===== src/rtl/uart_frame_parser.sv =====
// Purpose : frames SOF/LEN/payload/CHK byte streams from the UART receiver, verifies the checksum and replays verified payloads.
// Latency : the CHK byte strobed in cycle N gives o_frame_ok and payload byte 0 on o_data in cycle N+1; error pulses follow the offending byte by one cycle.
// Backpress: none toward the receiver (bytes arriving during DRAIN are dropped with o_overrun); the consumer stalls DRAIN with i_ready=0.
//
// Ports:
//   i_clk, i_rst_n               clock, asynchronous active-low reset
//   i_data, i_valid              received byte and its one-cycle strobe
//   o_data, o_valid, o_last      payload replay toward the consumer, i_ready accepts
//   o_frame_len                  LEN of the most recent verified frame
//   o_frame_ok, o_err_len,
//   o_err_chk, o_err_timeout,
//   o_overrun                    one-cycle status pulses
module uart_frame_parser #(
    parameter int           MAX_LEN      = 16,
    parameter logic [7:0]   SOF          = 8'hA5,
    parameter int           TIMEOUT_CLKS = 52080
) (
    input  logic                         i_clk,
    input  logic                         i_rst_n,
    input  logic [7:0]                   i_data,
    input  logic                         i_valid,
    output logic [7:0]                   o_data,
    output logic                         o_valid,
    input  logic                         i_ready,
    output logic                         o_last,
    output logic [$clog2(MAX_LEN+1)-1:0] o_frame_len,
    output logic                         o_frame_ok,
    output logic                         o_err_len,
    output logic                         o_err_chk,
    output logic                         o_err_timeout,
    output logic                         o_overrun
);

    localparam int LW = $clog2(MAX_LEN + 1);
    localparam int IW = $clog2(MAX_LEN);
    localparam int TW = $clog2(TIMEOUT_CLKS + 1);

    typedef enum logic [2:0] {
        S_HUNT,
        S_LEN,
        S_PAYLOAD,
        S_CHK,
        S_DRAIN
    } state_t;

    state_t         r_state, w_state_nxt;
    logic [LW-1:0]  r_len, w_len_nxt;
    logic [7:0]     r_sum, w_sum_nxt;
    logic [IW-1:0]  r_wr_idx, w_wr_idx_nxt;
    logic [IW-1:0]  r_rd_idx, w_rd_idx_nxt;
    logic [TW-1:0]  r_timer, w_timer_nxt;
    logic [LW-1:0]  r_frame_len, w_frame_len_nxt;
    logic           r_frame_ok, w_frame_ok_nxt;
    logic           r_err_len, w_err_len_nxt;
    logic           r_err_chk, w_err_chk_nxt;
    logic           r_err_timeout, w_err_timeout_nxt;
    logic           r_overrun, w_overrun_nxt;
    logic           w_buf_we;
    logic           w_timed;
    logic           w_timeout;
    logic           w_drain;
    logic           w_rd_last;

    // Payload buffer has no reset: it is only read in DRAIN, after being written.
    logic [7:0]     r_buf [MAX_LEN];

    always_ff @(posedge i_clk) begin
        if (w_buf_we) begin
            r_buf[r_wr_idx] <= i_data;
        end
    end

    assign w_drain   = (r_state == S_DRAIN);
    assign w_rd_last = (LW'(r_rd_idx) == r_len - LW'(1));
    assign w_timed   = (r_state == S_LEN) || (r_state == S_PAYLOAD) || (r_state == S_CHK);
    // A byte on the terminal-count cycle takes priority over the timeout.
    assign w_timeout = w_timed && !i_valid && (r_timer == TW'(TIMEOUT_CLKS));

    always_comb begin
        w_state_nxt       = r_state;
        w_len_nxt         = r_len;
        w_sum_nxt         = r_sum;
        w_wr_idx_nxt      = r_wr_idx;
        w_rd_idx_nxt      = r_rd_idx;
        w_frame_len_nxt   = r_frame_len;
        w_frame_ok_nxt    = 1'b0;
        w_err_len_nxt     = 1'b0;
        w_err_chk_nxt     = 1'b0;
        w_err_timeout_nxt = 1'b0;
        w_overrun_nxt     = 1'b0;
        w_buf_we          = 1'b0;

        if (!w_timed || i_valid || w_timeout) begin
            w_timer_nxt = '0;
        end else begin
            w_timer_nxt = r_timer + TW'(1);
        end

        if (w_timeout) begin
            w_state_nxt       = S_HUNT;
            w_err_timeout_nxt = 1'b1;
        end

        case (r_state)
            S_HUNT: begin
                if (i_valid && (i_data == SOF)) begin
                    w_state_nxt = S_LEN;
                end
            end
            S_LEN: begin
                if (i_valid) begin
                    if ((i_data == 8'd0) || (i_data > 8'(MAX_LEN))) begin
                        w_err_len_nxt = 1'b1;
                        w_state_nxt   = S_HUNT;
                    end else begin
                        w_len_nxt    = i_data[LW-1:0];
                        w_sum_nxt    = i_data;
                        w_wr_idx_nxt = '0;
                        w_state_nxt  = S_PAYLOAD;
                    end
                end
            end
            S_PAYLOAD: begin
                if (i_valid) begin
                    w_buf_we     = 1'b1;
                    w_sum_nxt    = r_sum + i_data;
                    w_wr_idx_nxt = r_wr_idx + IW'(1);
                    if (LW'(r_wr_idx) == r_len - LW'(1)) begin
                        w_state_nxt = S_CHK;
                    end
                end
            end
            S_CHK: begin
                if (i_valid) begin
                    if (i_data == r_sum) begin
                        w_frame_ok_nxt  = 1'b1;
                        w_frame_len_nxt = r_len;
                        w_rd_idx_nxt    = '0;
                        w_state_nxt     = S_DRAIN;
                    end else begin
                        w_err_chk_nxt = 1'b1;
                        w_state_nxt   = S_HUNT;
                    end
                end
            end
            S_DRAIN: begin
                // Receiver cannot be stalled, so anything arriving now is lost.
                if (i_valid) begin
                    w_overrun_nxt = 1'b1;
                end
                if (i_ready) begin
                    if (w_rd_last) begin
                        w_state_nxt = S_HUNT;
                    end else begin
                        w_rd_idx_nxt = r_rd_idx + IW'(1);
                    end
                end
            end
            default: begin
                w_state_nxt = S_HUNT;
            end
        endcase
    end

    always_ff @(posedge i_clk or negedge i_rst_n) begin
        if (!i_rst_n) begin
            r_state       <= S_HUNT;
            r_len         <= '0;
            r_sum         <= '0;
            r_wr_idx      <= '0;
            r_rd_idx      <= '0;
            r_timer       <= '0;
            r_frame_len   <= '0;
            r_frame_ok    <= 1'b0;
            r_err_len     <= 1'b0;
            r_err_chk     <= 1'b0;
            r_err_timeout <= 1'b0;
            r_overrun     <= 1'b0;
        end else begin
            r_state       <= w_state_nxt;
            r_len         <= w_len_nxt;
            r_sum         <= w_sum_nxt;
            r_wr_idx      <= w_wr_idx_nxt;
            r_rd_idx      <= w_rd_idx_nxt;
            r_timer       <= w_timer_nxt;
            r_frame_len   <= w_frame_len_nxt;
            r_frame_ok    <= w_frame_ok_nxt;
            r_err_len     <= w_err_len_nxt;
            r_err_chk     <= w_err_chk_nxt;
            r_err_timeout <= w_err_timeout_nxt;
            r_overrun     <= w_overrun_nxt;
        end
    end

    // Replay outputs decode registered state only; gated to zero outside DRAIN.
    assign o_valid       = w_drain;
    assign o_data        = w_drain ? r_buf[r_rd_idx] : 8'd0;
    assign o_last        = w_drain && w_rd_last;
    assign o_frame_len   = r_frame_len;
    assign o_frame_ok    = r_frame_ok;
    assign o_err_len     = r_err_len;
    assign o_err_chk     = r_err_chk;
    assign o_err_timeout = r_err_timeout;
    assign o_overrun     = r_overrun;

endmodule


===== config.mk =====
export PLATFORM = sky130hd
export DESIGN_NAME = uart_frame_parser
export DESIGN_NICKNAME = d
export VERILOG_FILES = /design/src/rtl/uart_frame_parser.sv
export SDC_FILE = /design/constraint.sdc
export NUM_CORES = 1
export LEC_CHECK = 0
export CAP_MARGIN = 20
export CORE_ASPECT_RATIO = 0.5
export CORE_MARGIN = 4
export CORE_UTILIZATION = 60
export CTS_CLUSTER_SIZE = 24
export DETAILED_ROUTE_END_ITERATION = 10
export GPL_TIMING_DRIVEN = 0
export PLACE_DENSITY_LB_ADDON = 0.05
export SYNTH_ARGS = -nofsm -noshare
export SYNTH_HDL_FRONTEND = slang
export SYNTH_SLANG_ARGS = --single-unit

===== constraint.sdc =====
create_clock -name i_clk -period 3.05 [get_ports i_clk]
set_input_delay 0.61 -clock i_clk [delete_from_list [all_inputs] [get_ports i_clk]]
set_output_delay 0.61 -clock i_clk [all_outputs]
set_load 0.01 [all_outputs]

Word level (Yosys, flattened, before mapping)
Memory sizes are Yosys's and may differ from the RTL's.
Cells that the tools add are included.
{ "op_classes": {"n_eq_ne": 16, "order_cmp": 1, "n_reduce_logical": 19, "mux": 41, "add_sub_neg": 5, "bitwise_logic": 1} }
{ "ops": {"columns": ["operator", "count"], "rows": [
  ["8-bit two-way mux", 4],
  ["4-bit two-way mux", 7],
  ["3-bit two-way mux", 9],
  ["16-bit by 1-bit adder with 16-bit output, second input constant", 1],
  ["16-bit equality test, second input constant", 1],
  ["16-bit two-way mux", 1],
  ["4-bit one-hot mux with 2 select lines", 2],
  ["8-bit one-hot mux with 2 select lines", 1],
  ["1-bit two-way mux", 15],
  ["3-bit one-hot mux with 5 select lines", 1],
  ["2-bit != test, second input constant", 6],
  ["4-bit by 5-bit equality test with 1-bit output", 2],
  ["4-bit by 1-bit adder with 4-bit output, second input constant", 2],
  ["8-bit adder", 1],
  ["8-bit equality test", 1],
  ["8-bit equality test, second input constant", 1],
  ["8-bit by 5-bit > comparator with 1-bit output, second input constant", 1],
  ["8-bit logical NOT", 1],
  ["3-bit by 2-bit equality test with 1-bit output, second input constant", 2],
  ["3-bit AND reduction", 2],
  ["1-bit logical OR", 5],
  ["5-bit AND reduction", 1],
  ["5-bit by 1-bit subtractor with 5-bit output, second input constant", 1],
  ["1-bit logical AND", 4],
  ["9 further kinds", 11]
]} }
{ "word_totals": {"word_cells": 96, "regBits": 50, "memories": 1, "ram_bits": 128} }
{ "memory_table": {"columns": ["name", "words", "width", "rd", "rd_clocked_by_memory_dff", "wr", "line", "text"], "rows": [
  ["r_buf", 16, 8, 1, 0, 1, "65", "logic [7:0] r_buf [MAX_LEN];"]
]} }

Longest topological paths before layout
Gate-level depths: netlist of run 1.
{ "logic_depth": {"ltp_word": 9, "ltp_mapped": 9, "depth_no_buf": 9} }

Worst setup path after synthesis of run 1
No wires, ideal clock.
{ "synth_path": {"path_kind": "register to output", "startpoint": "register r_rd_idx[0]", "endpoint": "output port o_data[5]", "path_stages_with_launch": 6, "arrival_ps": 1865, "required_ps": 2440, "path_slack_ps": 575, "path_cell_list": "dfrtp_1 > buf_6 > buf_6 > mux4_1 > mux4_2 > and2_1"} }
{ "synth_via": {"elab_chain_len": 2} }
{ "synth_rtl": {"columns": ["element", "line", "text"], "rows": [
  ["start, declared", "50", "logic [IW-1:0] r_rd_idx, w_rd_idx_nxt;"],
  ["start signal, assigned", "184", "r_rd_idx <= w_rd_idx_nxt;"],
  ["memory 16 x 8 bit", null, null],
  ["8-bit two-way mux", "197", "assign o_data = w_drain ? r_buf[r_rd_idx] : 8'd0;"],
  ["end, declared", "22", "output logic [7:0] o_data,"]
]} }
No other way between the ends.

Worst setup path in the final report of run 1
Ends and elaborated chain as after synthesis.

==> results of run 1 <==
## worst min path at each step
stage	slack, ns	cells past startpoint	to
2_1_floorplan	0.31	0	o_err_chk$_DFF_PN0_
6_report	0.13	1	r_timer[11]$_DFF_PN0_
4_1_cts	0.14	1	r_timer[11]$_DFF_PN0_
5_1_grt	0.15	1	r_timer[8]$_DFF_PN0_
3_5_place_dp	0.47	2	o_frame_len[4]$_DFFE_PN0P_
3_3_place_gp	0.46	2	o_frame_len[4]$_DFFE_PN0P_
## cell type report
type	count	area, um^2	share of cell area (%)
clock inverters	15	203.9	2.198
plain buffers	20	195.2	2.103
multi-input cells	287	2572	27.72
inverters	21	78.83	0.8494
flip-flops and latches	178	5096	54.91
clock buffers	17	425.4	4.584
repair buffers	49	495.5	5.339
well taps	170	212.7	2.292
## logic make-up (layout without fill, tap and decap cells)
family	Yosys count	after routing	synth area share, %
buf+inv	41	122	2.676
simple gates	152	152	9.760
xor+xnor	32	32	3.590
compound gates	37	37	3.125
flops	178	178	65.26
mux	50	50	12.93
fa+ha+maj	16	16	2.660
## worst max-delay path, cell delays in order (launching register included)
cell	delay, ns
dfrtp_1	0.40
buf_12	0.17
buf_12	0.13
mux4_2	0.53
mux4_2	0.53
and2_1	0.16
buf_2	0.13
## registers in the layout, summed over array words and instances, names as in the netlist
register	flops
r_buf	128
r_rd_idx	4
r_len	5
o_err_len	1
o_frame_len	5
o_err_timeout	1
o_overrun	1
r_sum	8
o_frame_ok	1
r_wr_idx	4
r_state	3
o_err_chk	1
r_timer	16
## metal layers
metal  vias up  track usage [%]
met5         -                0
met3        18            4.418
met2       128            39.10
li1       2047                -
met1      2254            34.45
met4         0            7.159
## synthesized netlist by cell type, types with 11 or more instances
cell type,instances,area share [%]
edfxtp_1,128,49
dfrtp_1,50,16
nor2_1,40,1.9
mux4_2,39,11
nand2_1,35,1.7
inv_1,21,1.0
xnor2_1,17,1.9
ha_1,15,2.4
xor2_1,15,1.7
and2_1,14,1.1
nand3_1,12,0.77
and3_1,11,0.88
## per-stage QoR
stage,cells,util [%]
final,757,73.07
after global routing,757,73.07
after floorplan,506,-
after CTS,756,72.76
after detailed placement,712,66.15
after global placement,707,65.60
## power by group through the flow
stage / Combinational (uW) / Clock [uW] / Sequential, uW
6_report: 122 / 2300 / 2600
5_1_grt: 136 / 2470 / 2600
4_1_cts: 122 / 2330 / 2600
3_5_place_dp: 120 / 0 / 2650
3_3_place_gp: 114 / 0 / 2650
2_1_floorplan: 43.3 / 0 / 2650
## timing repair
action | in CTS | in global routing
gates resized for setup | 65 | 16
pin swaps | 4 | 6
cloned | 2 | 0
hold buffers | 0 | 0
setup buffers | 10 | 2
endpoints found under the setup margin | 17 | 23
==> run summary, run 1 <==
status = finished with violations
failing checks = setup timing
CP endpoint kind = output port
Mapped Cells = 506
grt total ovfl = 0
Clock Skew = 0.01039 ns
CP endpoint = o_data[5]
setup violators final = 4
Max-Cap Viols = 0
Hold Path Class = in2async
VDD IR max = 0.0004098 V
Final min period = 3.105 ns
internal cell power = 3905 uW
syn nets = 534
1st-iter DRT viols = 439
met2 WL = 7856 um
Initial Util = 61.48%
All-Layer GR Usage = 24.13%
R2R cell count = 4
Clock Tree Root = clkbuf_16
wire length per cell = 21.75 um
io pins = 32
commonest non-fill, non-tap cell in the layout = edfxtp_1
pre-CTS setup slack = -0.4908 ns
register area share after synthesis = 65.26%
max_slew headroom = 32.78%
crit start category = flip-flop
CP Max Fanout = 8
WS Path Type = reg2out
fill cell count = 808
Netlist cell types = 51
Die Wd = 169.3 um
syn_area_per_cell = 15.43 um^2
fin. max-slew vios = 0
number of buffers created by CTS = 17
r2r setup slk = 0.88 ns
Layout area overhead = 18.86%
switch share = 22.28%
# clock sinks = 178
setup TNS = -0.1430 ns
Die Area = 0.01501 mm^2
FFs w/ async S/R, synth = 28.09%
actual slew at the worst max-slew pin = 1.008 ns
number of global-route vias before repair = 4556
placed inst area = 0.008401 mm^2
commonest cells after routing, fill and taps aside = edfxtp_1 (128), dfrtp_1 (49), mux4_2 (40)
hpwl dp = 10690 um
Final period util = 101.8%
Clock power frac = 45.8%
drt total wl = 16460 um
DRT Pass-1 Iters = 5
Reg clk slew, reported paths = 0.07 ns
Synth Flop Type = edfxtp_1
Die Y-Extent = 88.66 um
Via Count = 4447
largest net degree at the start of global routing = 32
CTS tree = built
RSZ-0062 raised after global routing = yes
Skew-Pair Late Insertion Delay = 0.43 ns
number of synthesized flops with an enable pin = 128
maximum clock path buffer count = 2
Fmax = 322.0 MHz
# rows = 29
worst flop-to-flop path startpoint = r_state[2]$_DFF_PN0_
total power = 5025 uW
P_leak = 0.003494 uW
RePlAce Congestion = 0.8361
Ys Warns = 0
ant diodes = 0
Top Layer Used = met4
antenna-violating nets left = 0
fin area = 0.009280 mm^2
worst reg2reg endpoint = r_buf[15][3]$_DFFE_PP_
layout cells sized above 1 = 23.68%
Setup crit start = r_rd_idx[0]$_DFFE_PN0P_
crit path DAT = 2.50 ns
first-pass GRT wire length = 26320 um
H-tree levels = 4
Reg power frac = 51.8%
Post-Synthesis Cell Area = 0.007807 mm^2
Min Hold Slack = 0.1314 ns
nets = 602
NetSw = 1120 uW
Final Hold Fails = 0
final worst slack = -0.05543 ns
Gate power share = 2.4%
P per Cell Area = 541.5 mW/mm^2
Port Buffer Count = 31
DR WL met3 = 1202 um
synthesized flop and latch total = 178
Critical Path RT = 2.44 ns
wl on met1 = 7210 um
initial antenna violation count = 0
residual DRC count = 0
Core Footprint = 0.01270 mm^2
Via density = 5.875
(Power assumes the default switching activity.)
==> inputs of run 2 (changes only) <==
- CORE_ASPECT_RATIO: 0.5 -> 1.25
- CORE_MARGIN: 4 -> not set
==> run summary, run 2 (synthesized netlist as in run 1, its figures left out) <==
status = finished with violations
failing checks = setup timing
CP Cell Sequence = buf_12, buf_12, mux4_2, mux4_2, and2_1, buf_2
max_slew headroom = 34.98%
Port Buffer Count = 31
WS Path Type = reg2out
CTS tree = built
number of buffers created by CTS = 17
Fmax = 321.9 MHz
total power = 4795 uW
antenna-violating nets left = 0
drt total wl = 16960 um
RePlAce Congestion = 0.8279
grt total ovfl = 0
cell family with most CP delay = multiplexers
Reg power frac = 54.3%
Clock Skew = 0.009309 ns
Via density = 5.907
largest net degree at the start of global routing = 29
placed inst area = 0.008398 mm^2
P per Cell Area = 520.7 mW/mm^2
final worst slack = -0.05665 ns
Final period util = 101.9%
crit start category = flip-flop
P_leak = 0.003434 uW
maximum clock path buffer count = 2
Via Count = 4454
ant diodes = 0
hpwl dp = 10780 um
WP buf/inv = 3
Initial Util = 61.66%
Die Wd = 104.0 um
Gate power share = 2.5%
Core Util, Final = 72.73%
fin cells = 754
Hold Path Class = in2async
Core Footprint = 0.01266 mm^2
switch share = 22.40%
Critical Path RT = 2.44 ns
fin area = 0.009209 mm^2
wire length per cell = 22.50 um
Layout area overhead = 17.95%
residual DRC count = 0
1st-iter DRT viols = 230
DRT Pass-1 Iters = 4
first-pass GRT wire length = 26500 um
Clock power frac = 43.2%
Max-Cap Viols = 0
Most flops, register = r_buf
slowest CP cell = mux4_2
internal cell power = 3721 uW
commonest cells after routing, fill and taps aside = edfxtp_1 (128), dfrtp_1 (48), nor2_1 (40), mux4_2 (40), nand2_1 (35)
R2R cell count = 5
Inst Count DP = 710
Reg clk slew, reported paths = 0.07 ns
# rows = 46
VDD IR max = 0.0003349 V
NetSw = 1074 uW
number of global-route vias before repair = 4726
worst reg2reg endpoint = r_buf[3][2]$_DFFE_PP_
r2r setup slk = 0.80 ns
fin. max-slew vios = 0
Die Area = 0.01348 mm^2
crit path DAT = 2.50 ns
layout cells sized above 1 = 23.21%
setup violators final = 6
All-Layer GR Usage = 27.32%
CP endpoint kind = output port
nets = 601
io pins = 32
CP peak stage delay = 0.55 ns
Clock Tree Root = clkbuf_16
worst flop-to-flop path startpoint = r_state[2]$_DFF_PN0_
H-tree levels = 4
# clock sinks = 178
max reg flops = 128
Skew-Pair Late Insertion Delay = 0.43 ns
Final Hold Fails = 0
top flop regs = r_buf (128), r_timer (16), r_sum (8)
fill cell count = 842
Final min period = 3.107 ns
setup TNS = -0.1839 ns
Die Y-Extent = 129.5 um
CP Max Fanout = 6
RSZ-0062 raised after global routing = yes
commonest non-fill, non-tap cell in the layout = edfxtp_1
actual slew at the worst max-slew pin = 0.9737 ns
initial antenna violation count = 0
run 2: changes by cell type in the layout (fill, tap and decap cells not counted), sizes merged:
cell / delta
clkinvlp: +3
inv: -3
bufinv: -2
clkinv: +2
clkbuf: -1
run 2: worst reg2reg max path: stages (launching register included):
cell	delay, ns
dfrtp_1	0.49
nor2b_4	0.19
nand3_1	0.11
clkbuf_1	0.31
nor4_2	0.60
buf_4	0.26
run 2: power by group through the flow:
stage	Clock (uW)	Sequential [uW]	Combinational, uW
6_report	2070	2600	121
5_1_grt	2190	2600	133
4_1_cts	2090	2600	121
3_5_place_dp	0	2650	119
3_3_place_gp	0	2650	111
2_1_floorplan	0	2650	43.3
run 2: final cells by class:
type	instances	area (um^2)	share of cell area (%)
Multi-Input combinational cell	287	2560	27.80
Tap cell	168	210.2	2.283
Clock buffer	17	425.4	4.620
Clock inverter	15	145.1	1.576
Timing Repair Buffer	49	506.7	5.503
Sequential cell	178	5097	55.35
Inverter	21	82.58	0.8967
Buffer	19	181.4	1.970
run 2: how the worst max path moves through the flow:
| stage | to | cells past startpoint | slack, ns | startpoint |
|---|---|---|---|---|
| after floorplan | o_data[5] | 5 | 0.58 | r_rd_idx[0]$_DFFE_PN0P_ |
| after global placement | r_buf[0][0]$_DFFE_PP_ | 5 | -0.57 | i_valid |
| after detailed placement | o_data[5] | 6 | -0.39 | r_rd_idx[1]$_DFFE_PN0P_ |
| after CTS | o_data[6] | 8 | -0.11 | r_rd_idx[0]$_DFFE_PN0P_ |
| after global routing | o_data[2] | 7 | -0.12 | r_rd_idx[0]$_DFFE_PN0P_ |
| final | o_data[5] | 6 | -0.06 | r_rd_idx[0]$_DFFE_PN0P_ |
run 2: layer usage:
metal | track usage [%] | routed length (um)
met1 | 31.21 | 6351
met2 | 50.55 | 9426
met3 | 5.231 | 751
met4 | 11.68 | 435
met5 | 0 | 0
run 2: through the flow:
step / setup slack, ns / hold WS [ns]
2_1_floorplan: 0.5751 / 0.3144
3_3_place_gp: -0.5709 / 0.4646
3_5_place_dp: -0.3877 / 0.4779
4_1_cts: -0.1092 / 0.1683
5_1_grt: -0.1150 / 0.2010
6_report: -0.05665 / 0.1644
run 2: what timing repair did:
| action | in CTS | in global routing |
|---|---|---|
| setup endpoints to repair | 10 | 21 |
| buffers inserted | 9 | 2 |
| pin swaps | 1 | 0 |
| hold buffers | 0 | 0 |
| gates resized for setup | 62 | 14 |
| endpoints found under the hold margin | 0 | 0 |
| cloned | 3 | 0 |
